### config.mk
export PLATFORM = sky130hd
export DESIGN_NAME = img_average
export DESIGN_NICKNAME = d
export VERILOG_FILES = /design/src/rtl/img_average.sv
export SDC_FILE = /design/constraint.sdc
export NUM_CORES = 1
export LEC_CHECK = 0
export ABC_AREA = 1
export CAP_MARGIN = 20
export CELL_PAD_IN_SITES_DETAIL_PLACEMENT = 0
export CELL_PAD_IN_SITES_GLOBAL_PLACEMENT = 1
export CORE_MARGIN = 3
export CORE_UTILIZATION = 35
export CTS_BUF_LIST = sky130_fd_sc_hd__clkbuf_8
export CTS_CLUSTER_DIAMETER = 40
export DETAILED_ROUTE_END_ITERATION = 7
export GPL_ROUTABILITY_DRIVEN = 0
export HOLD_SLACK_MARGIN = 0.03
export PLACE_DENSITY = 0.67
export SETUP_SLACK_MARGIN = 0.3
export SLEW_MARGIN = 20
export SYNTH_ARGS = -nofsm -noshare
export SYNTH_HDL_FRONTEND = slang
export SYNTH_SLANG_ARGS = --single-unit
### constraint.sdc
create_clock -name clk -period 8.9 [get_ports clk]
set_input_delay 2.225 -clock clk [delete_from_list [all_inputs] [get_ports clk]]
set_output_delay 2.225 -clock clk [all_outputs]
set_load 0.005 [all_outputs]
### src/rtl/img_average.sv
// img_average: mean of the dominant channel (avg = sum / num) for each image
// summary coming from the pixel counter stage.
// Summaries are queued in a 2-entry FIFO because the upstream stage never
// stalls. A bit-serial restoring divider produces the quotient and remainder,
// and the result is held on a valid/ready port until it is accepted.
// Optional build macro: IMG_AVERAGE_ROUND_EN adds num/2 to the dividend
// (round-half-up) and runs one more divider step.
module img_average #(
  parameter int IMG_BIT     = 8,
  parameter int TAG_BIT     = 8,
  parameter int TYPE_BIT    = 2,
  parameter int CL_IMG_SIZE = 11,
  parameter int SUM_BIT     = 19
) (
  input  logic                   clk,
  input  logic                   rst,
  input  logic                   img_valid,
  input  logic [TAG_BIT-1:0]     img_tag,
  input  logic [TYPE_BIT-1:0]    img_type,
  input  logic [CL_IMG_SIZE-1:0] img_num,
  input  logic [SUM_BIT-1:0]     img_sum,
  output logic                   avg_valid,
  input  logic                   avg_ready,
  output logic [TAG_BIT-1:0]     avg_tag,
  output logic [TYPE_BIT-1:0]    avg_type,
  output logic [IMG_BIT-1:0]     avg_value,
  output logic [CL_IMG_SIZE-1:0] avg_rem,
  output logic                   avg_err,
  output logic                   err_overflow,
  output logic                   busy
);

`ifdef IMG_AVERAGE_ROUND_EN
  localparam int DW = SUM_BIT + 1;
`else
  localparam int DW = SUM_BIT;
`endif
  localparam int CNT_W = $clog2(DW);
  localparam int EW    = TAG_BIT + TYPE_BIT + CL_IMG_SIZE + SUM_BIT;

  typedef enum logic [1:0] {
    S_IDLE = 2'd0,
    S_DIV  = 2'd1,
    S_DONE = 2'd2
  } state_t;

  state_t state_q;

  // FIFO storage: entry = {tag, type, num, sum}
  logic [EW-1:0] fifo_q [2];
  logic          wr_ptr_q;
  logic          rd_ptr_q;
  logic [1:0]    fifo_cnt_q;
  logic          ovf_q;

  logic fifo_empty_s;
  logic fifo_full_s;
  logic pop_s;
  logic push_s;
  logic drop_s;

  assign fifo_empty_s = (fifo_cnt_q == 2'd0);
  assign fifo_full_s  = (fifo_cnt_q == 2'd2);
  assign pop_s        = (state_q == S_IDLE) && !fifo_empty_s;
  // A full FIFO still accepts a push when the head leaves on the same edge.
  assign push_s       = img_valid && (!fifo_full_s || pop_s);
  assign drop_s       = img_valid && fifo_full_s && !pop_s;

  // Head entry unpacked into its fields
  logic [EW-1:0]          head_s;
  logic [TAG_BIT-1:0]     hd_tag_s;
  logic [TYPE_BIT-1:0]    hd_type_s;
  logic [CL_IMG_SIZE-1:0] hd_num_s;
  logic [SUM_BIT-1:0]     hd_sum_s;
  logic [DW-1:0]          dvd_init_s;

  assign head_s    = fifo_q[rd_ptr_q];
  assign hd_tag_s  = head_s[EW-1 -: TAG_BIT];
  assign hd_type_s = head_s[EW-TAG_BIT-1 -: TYPE_BIT];
  assign hd_num_s  = head_s[SUM_BIT +: CL_IMG_SIZE];
  assign hd_sum_s  = head_s[SUM_BIT-1:0];

`ifdef IMG_AVERAGE_ROUND_EN
  assign dvd_init_s = DW'(hd_sum_s) + DW'(hd_num_s >> 1);
`else
  assign dvd_init_s = hd_sum_s;
`endif

  // FIFO pointers, occupancy and the sticky overflow flag
  always_ff @(posedge clk) begin
    if (rst) begin
      wr_ptr_q   <= 1'b0;
      rd_ptr_q   <= 1'b0;
      fifo_cnt_q <= 2'd0;
      ovf_q      <= 1'b0;
    end else begin
      if (push_s) begin
        fifo_q[wr_ptr_q] <= {img_tag, img_type, img_num, img_sum};
        wr_ptr_q         <= ~wr_ptr_q;
      end
      if (pop_s) begin
        rd_ptr_q <= ~rd_ptr_q;
      end
      case ({push_s, pop_s})
        2'b10:   fifo_cnt_q <= fifo_cnt_q + 2'd1;
        2'b01:   fifo_cnt_q <= fifo_cnt_q - 2'd1;
        default: fifo_cnt_q <= fifo_cnt_q;
      endcase
      if (drop_s) begin
        ovf_q <= 1'b1;
      end
    end
  end

  // Divider working registers
  logic [DW-1:0]          dvd_q;
  logic [CL_IMG_SIZE-1:0] dvs_q;
  logic [CL_IMG_SIZE-1:0] rem_q;
  logic [DW-2:0]          quo_q;
  logic [CNT_W-1:0]       iter_q;
  logic [TAG_BIT-1:0]     tag_q;
  logic [TYPE_BIT-1:0]    type_q;

  // Registered result port
  logic                   avg_valid_q;
  logic [TAG_BIT-1:0]     avg_tag_q;
  logic [TYPE_BIT-1:0]    avg_type_q;
  logic [IMG_BIT-1:0]     avg_value_q;
  logic [CL_IMG_SIZE-1:0] avg_rem_q;
  logic                   avg_err_q;

  // One restoring step: bring in the next dividend bit, subtract if it fits.
  logic [CL_IMG_SIZE:0]   rem_sh_s;
  logic                   ge_s;
  logic [CL_IMG_SIZE-1:0] rem_nx_s;
  logic [DW-1:0]          quo_nx_s;
  logic                   sat_s;

  assign rem_sh_s = {rem_q, dvd_q[DW-1]};
  assign ge_s     = (rem_sh_s >= {1'b0, dvs_q});
  assign rem_nx_s = ge_s ? CL_IMG_SIZE'(rem_sh_s - {1'b0, dvs_q})
                         : rem_sh_s[CL_IMG_SIZE-1:0];
  assign quo_nx_s = {quo_q, ge_s};
  // Divide by zero, or a quotient too wide for the result field.
  assign sat_s    = (dvs_q == {CL_IMG_SIZE{1'b0}}) || (quo_nx_s[DW-1:IMG_BIT] != '0);

  // Control FSM: pop, iterate the divider, hold the result until accepted
  always_ff @(posedge clk) begin
    if (rst) begin
      state_q     <= S_IDLE;
      dvd_q       <= '0;
      dvs_q       <= '0;
      rem_q       <= '0;
      quo_q       <= '0;
      iter_q      <= '0;
      tag_q       <= '0;
      type_q      <= '0;
      avg_valid_q <= 1'b0;
      avg_tag_q   <= '0;
      avg_type_q  <= '0;
      avg_value_q <= '0;
      avg_rem_q   <= '0;
      avg_err_q   <= 1'b0;
    end else begin
      case (state_q)
        S_IDLE: begin
          if (pop_s) begin
            dvd_q   <= dvd_init_s;
            dvs_q   <= hd_num_s;
            rem_q   <= '0;
            quo_q   <= '0;
            iter_q  <= CNT_W'(DW - 1);
            tag_q   <= hd_tag_s;
            type_q  <= hd_type_s;
            state_q <= S_DIV;
          end
        end
        S_DIV: begin
          dvd_q  <= {dvd_q[DW-2:0], 1'b0};
          rem_q  <= rem_nx_s;
          quo_q  <= quo_nx_s[DW-2:0];
          iter_q <= iter_q - CNT_W'(1);
          if (iter_q == '0) begin
            avg_valid_q <= 1'b1;
            avg_tag_q   <= tag_q;
            avg_type_q  <= type_q;
            avg_value_q <= sat_s ? {IMG_BIT{1'b1}} : quo_nx_s[IMG_BIT-1:0];
            avg_rem_q   <= sat_s ? {CL_IMG_SIZE{1'b0}} : rem_nx_s;
            avg_err_q   <= sat_s;
            state_q     <= S_DONE;
          end
        end
        S_DONE: begin
          if (avg_ready) begin
            avg_valid_q <= 1'b0;
            state_q     <= S_IDLE;
          end
        end
        default: begin
          state_q <= S_IDLE;
        end
      endcase
    end
  end

  assign avg_valid    = avg_valid_q;
  assign avg_tag      = avg_tag_q;
  assign avg_type     = avg_type_q;
  assign avg_value    = avg_value_q;
  assign avg_rem      = avg_rem_q;
  assign avg_err      = avg_err_q;
  assign err_overflow = ovf_q;
  assign busy         = !fifo_empty_s || (state_q != S_IDLE);

endmodule
## After elaboration in Yosys (flattened, before gate mapping)

Memory sizes are Yosys's and may differ from the RTL's. A register that Yosys moved wholly into a read port is not among the register bits.
Index checks and enable logic that the tools add are counted.

| storage, ports and cells | value |
|---|---|
| RAM bits | 80 |
| word-level logic and storage cells | 82 |
| register bits | 112 |
| memories kept | 1 |
| output and inout bits | 33 |
| bits of input ports | 44 |

Memory list:

| memory | words | bits a word | read ports | clocked after Yosys merged registers in | write ports | RTL line | RTL |
|---|---|---|---|---|---|---|---|
| fifo_q | 2 | 40 | 1 | 1 | 1 | 50 | `logic [EW-1:0] fifo_q [2];` |

| operators by class | value |
|---|---|
| reductions and logical operators | 24 |
| equal/unequal tests | 8 |
| mux-type cells | 24 |
| $lt $le $gt $ge | 1 |
| bitwise logic cells | 2 |
| add/subtract/negate cells | 4 |

Operator list:

| operator | count |
|---|---|
| 19-bit one-hot mux with 2 select lines | 1 |
| 18-bit one-hot mux with 2 select lines | 1 |
| 11-bit 2-to-1 mux | 3 |
| 11-bit one-hot mux with 2 select lines | 1 |
| 19-bit 2-to-1 mux | 1 |
| 18-bit 2-to-1 mux | 1 |
| 12-bit by 11-bit greater-or-equal comparator with 1-bit output | 1 |
| 11-bit zero test | 1 |
| 11-bit nonzero test | 1 |
| 11-bit subtractor | 1 |
| 5-bit one-hot mux with 2 select lines | 1 |
| 8-bit 2-to-1 mux | 1 |
| 2-bit nonzero test | 4 |
| 1-bit 2-to-1 mux | 7 |
| 2-bit equality test (second input constant) | 3 |
| 2-bit 2-to-1 mux | 3 |
| 2-bit != test (second input constant) | 3 |
| 2-bit one-hot mux with 3 select lines | 1 |
| 2-bit AND reduction | 3 |
| 3-bit AND reduction | 2 |
| 5-bit zero test | 1 |
| 5-bit 2-to-1 mux | 1 |
| 5-bit by 1-bit subtractor with 5-bit output (second input constant) | 1 |
| 2-bit by 1-bit equality test with 1-bit output (second input constant) | 2 |
| 9 further kinds | 18 |

## Longest topological paths before layout

| depth | value |
|---|---|
| word-level depth | 8 |
| depth in mapped cells | 13 |
| mapped depth without buffers | 13 |

## Worst setup path after synthesis

Ideal clock, no wire load.

| path | value |
|---|---|
| kind | input -> register |
| start point | input port rst |
| end point | memory fifo_q[1][0] (netlist bit) (enable) |
| stages on the path | 3 |
| arrival | 5.382 ns |
| library setup time | 0.487 ns |
| path slack | 3.031 ns |
| required time | 8.413 ns |
| path buffers | 2 |
| cell sequence | buf_2 -> clkbuf_1 -> nor3_1 |

| on the way | value |
|---|---|
| longest elaborated chain between the ends | 2 |

Ends and longest elaborated chain:

| what | RTL line | RTL |
|---|---|---|
| from (decl) | 16 | `input logic rst,` |
| 1-bit 2-to-1 mux | 91 | `if (rst) begin` |
| 1-bit 2-to-1 mux (implied by the code) | 98 | `fifo_q[wr_ptr_q] <= {img_tag, img_type, img_num, img_sum};` |
| to (decl) | 50 |  |

No other way between the ends.

## Worst setup path after layout

| path | value |
|---|---|
| start point | input port img_valid |
| end point | memory fifo_q[1][30] (netlist bit) (enable) |

| on the way | value |
|---|---|
| longest elaborated chain between the ends | 4 |

Ends and longest elaborated chain:

| what | RTL line | RTL |
|---|---|---|
| from (decl) | 17 | `input logic img_valid,` |
| 1-bit logical AND | 66 | `assign push_s = img_valid && (!fifo_full_s \|\| pop_s);` |
| 1-bit 2-to-1 mux | 97 | `if (push_s) begin` |
| 1-bit 2-to-1 mux | 91 |  |
| 1-bit 2-to-1 mux (implied by the code) | 98 |  |

No other way between the ends.

==> flow_summary.yaml <==
synth:
  yosysTopAreaCellShare: 0.2985
  ys_seq_area_frac: 0.5796
  ys_ff_latch: 193
  synthDistinctLibCells: 42
  synth_cells: 863
  synth_top_family_by_area: "simple AND/OR/NAND/NOR gates"
  synth_compound_area_frac: 0.1132
  synthXorXnorAreaFrac: 0.002177
  synth-simple-area-share: 0.2010
  syn_area_sq_um: 8048
  muxShareOfSynthArea: 0.01119
  synth_top_area_cell: "edfxtp_1"
  synthesis.nets: 921
  synthAdderAreaFrac: 0.02270
  yosys-top-cells-area: "edfxtp_1, dfxtp_1, nand2_1, inv_1, a21oi_1"
  yosysWarnings: 0
  syn_avg_cell_area_sq_um: 9.325
setup_path:
  worstPathMaxFanout: 29
  cpMostUsedCell: "inv_1"
  cp.arrival_ns: 4.44
  slowest_delay_ns: 0.80
  critPathLaunchType: "input pin"
  setup.worst_path.end: "fifo_q[1][30]"
  r2r-end: "fifo_q[1][30]"
  path_buf_inv: 4
  slowest_stage: "nor3_2"
  r2r_start: "state_q[1]"
  r2r_cells: 7
  cp.depth: 6
  startpoint: "img_valid"
  crit_family: "buffers and inverters"
  critPathKind: "input pin to flip-flop"
  regToRegSetupSlack_ns: 6.02
  cp_cell_sequence: "clkdlybuf4s50_1 > inv_1 > a21oi_1 > inv_1 > nor3_2 > buf_4"
  required_ns: 9.03
  endpoint_kind: "flip-flop"
grt:
  grt_pass1_vias: 5550
  antenna_found_initial: 0
  grt_overflow: 0
  grt_usage: 0.1495
  grt_max_degree: 65
  grt_pass1_wl_microns: 29090
cells_and_area:
  final_layout_size_suffix_gt1_frac: 0.09626
  num_antenna_cells: 0
  area_delta_synth_final_pct: 17.48
  nNetsFinal: 980
clock_network:
  cts_max_path_buffers: 2
  cts_tree: "built"
  cts_setup_buffers: 0
  cts_hold_buf: 0
  cts.sinks: 193
  clk-insertion-delay-late_ns: 0.47
  clock-root-buffer: "clkbuf_8"
  h-tree-depth: 4
  post_cts_resized: 0
  clk_pin_slew_ns: 0.10
  numCtsBuffers: 17
die:
  rows: 54
  die_h_microns: 157.6
  initial_core_util: 0.3620
  top_level_ports: 77
  die_x_microns: 157.6
  design.die.area_sq_um: 24850
  coreArea_sq_um: 22230
power:
  peakVddDrop_v: 0.0002504
  p_per_area_nw_per_um2: 373.8
  p_leak_nw: 3.657
sta:
  fin_crit_sh: 0.4848
  tns_ns: 0
  worst_slew_pin_slew_ns: 1.049
  finalSetupViolations: 0
  max_freq_mhz: 231.8
  relSlewSlack: 0.2971
  finalHoldViolations: 0
  whs_ns: 0.4607
  grt_setup_unrepaired: "false"
  fin_crit_ns: 4.314
  drv_slew: 0
  fin_skew_ns: 0.02483
job:
  drv_cap: 0
status:
  status: "finished clean"
drt:
  routed_wl_microns: 18100
  final_antenna_net_count: 0
  drtPass1Iterations: 4
  first_iter_violations: 255
  via_count: 5771
  avgRoutedWirePerCell_microns: 14.90
  drc: 0
  avgViaCountPerCell: 4.750
placement:
  portBuffers: 76
  dp.final_hpwl_microns: 11830
hold_path:
  hold_class: "flip-flop to flip-flop"
[placed cells by master, fill, tap and decap left out, types with 3 or more instances in the layout]
cell type	Yosys	layout
inv_2	8	9
o21ai_1	7	7
ha_1	13	13
a21oi_1	48	48
o221ai_1	15	15
o21ai_0	34	34
dfxtp_1	113	113
nand2_1	222	222
nor2_4	4	5
inv_1	82	81
nor2_1	59	58
o211ai_1	3	3
nand3b_1	3	3
nand3_2	5	5
buf_4	3	7
nand4_1	5	5
a21oi_2	9	9
nand3_1	38	38
o311ai_1	7	7
mux2i_1	9	9
bufinv_16	0	3
nor3_1	6	5
a31oi_1	22	22
inv_8	0	4
nand2_2	4	4
clkbuf_8	0	17
inv_6	0	3
nand2_4	10	10
edfxtp_1	80	80
clkdlybuf4s50_1	0	75
[sequential cells by signal (all words and copies together), names as in the netlist, named ones only]
signal	cells
dvs_q	11
rem_q	11
fifo_q	80
avg_err	1
avg_tag	8
type_q	2
avg_type	2
tag_q	8
err_overflow	1
dvd_q	19
state_q	2
rd_ptr_q	1
quo_q	18
avg_value	8
fifo_cnt_q	2
wr_ptr_q	1
avg_rem	11
iter_q	5
avg_valid	1
[power breakdown]
group,internal (mW),total [mW],switching (mW)
clock,0.293,0.634,0.341
combinational,0.573,1.68,1.11
sequential,1.11,1.22,0.104
[per-layer routing]
metal | part of all wire | GRT usage
met1 | 0.46 | 0.1919
met2 | 0.50 | 0.2556
met3 | 0.023 | 0.02898
met4 | 0.016 | 0.04628
met5 | 0 | 0
[through the flow]
| step | total power [mW] | worst slack (ns) | std cells | area (sq um) | utilization |
|---|---|---|---|---|---|
| after global placement | 2.937 | 4.085 | 1183 | 9002 | 0.4050 |
| final | 3.534 | 4.586 | 1215 | 9454 | 0.4253 |
| after CTS | 3.591 | 4.520 | 1215 | 9454 | 0.4253 |
| after global routing | 3.841 | 4.422 | 1215 | 9454 | 0.4253 |
| after detailed placement | 2.948 | 4.004 | 1183 | 9002 | 0.4050 |
| after floorplan | 2.566 | 3.031 | 863 | 8048 | - |
[how the worst min path moves through the flow]
| stage | startpoint | to | slack [ns] | cells after the start |
|---|---|---|---|---|
| after CTS | rd_ptr_q | rd_ptr_q | 0.46 | 1 |
| after global routing | iter_q[0] | iter_q[0] | 0.48 | 1 |
| after floorplan | iter_q[0] | iter_q[0] | 0.43 | 1 |
| final | iter_q[0] | iter_q[0] | 0.46 | 1 |
| after detailed placement | rd_ptr_q | flip-flop | 0.44 | 1 |
| after global placement | rd_ptr_q | rd_ptr_q | 0.44 | 1 |
[cells by family (layout without fill, tap and decap cells)]
kind of cell,Yosys count,count (layout)
XOR/XNOR,2,2
AND/OR/NAND/NOR,361,361
multiplexers,9,9
adder cells (fa/ha/maj),14,14
buffers and inverters,135,207
flip-flops,193,193
AO/OA/AOI/OAI,149,149
[cell usage after synthesis (all sizes together)]
cell	n
o221ai	15
nand3b	3
nor3	6
nor2	66
clkinv	1
dfxtp	113
or2	1
a21oi	57
a211oi	1
o311ai	9
inv	91
nand2	236
mux2i	9
o21ai	42
nand3	44
a31oi	22
nand4	5
edfxtp	80
buf	24
o211ai	3
fa	1
xnor2	1
xor2	1
clkbuf	19
ha	13
[final cells by class]
class	instances	area, sq um
fillers	2260	12770
flip-flops and latches	193	4664
multi-input cells	535	2831
repair buffers	83	808.3
well taps	280	350.3
inverters	92	347.8
clock buffers	17	234.0
clock inverters	15	217.7
No activity file was read; power rests on OpenSTA's default activity.
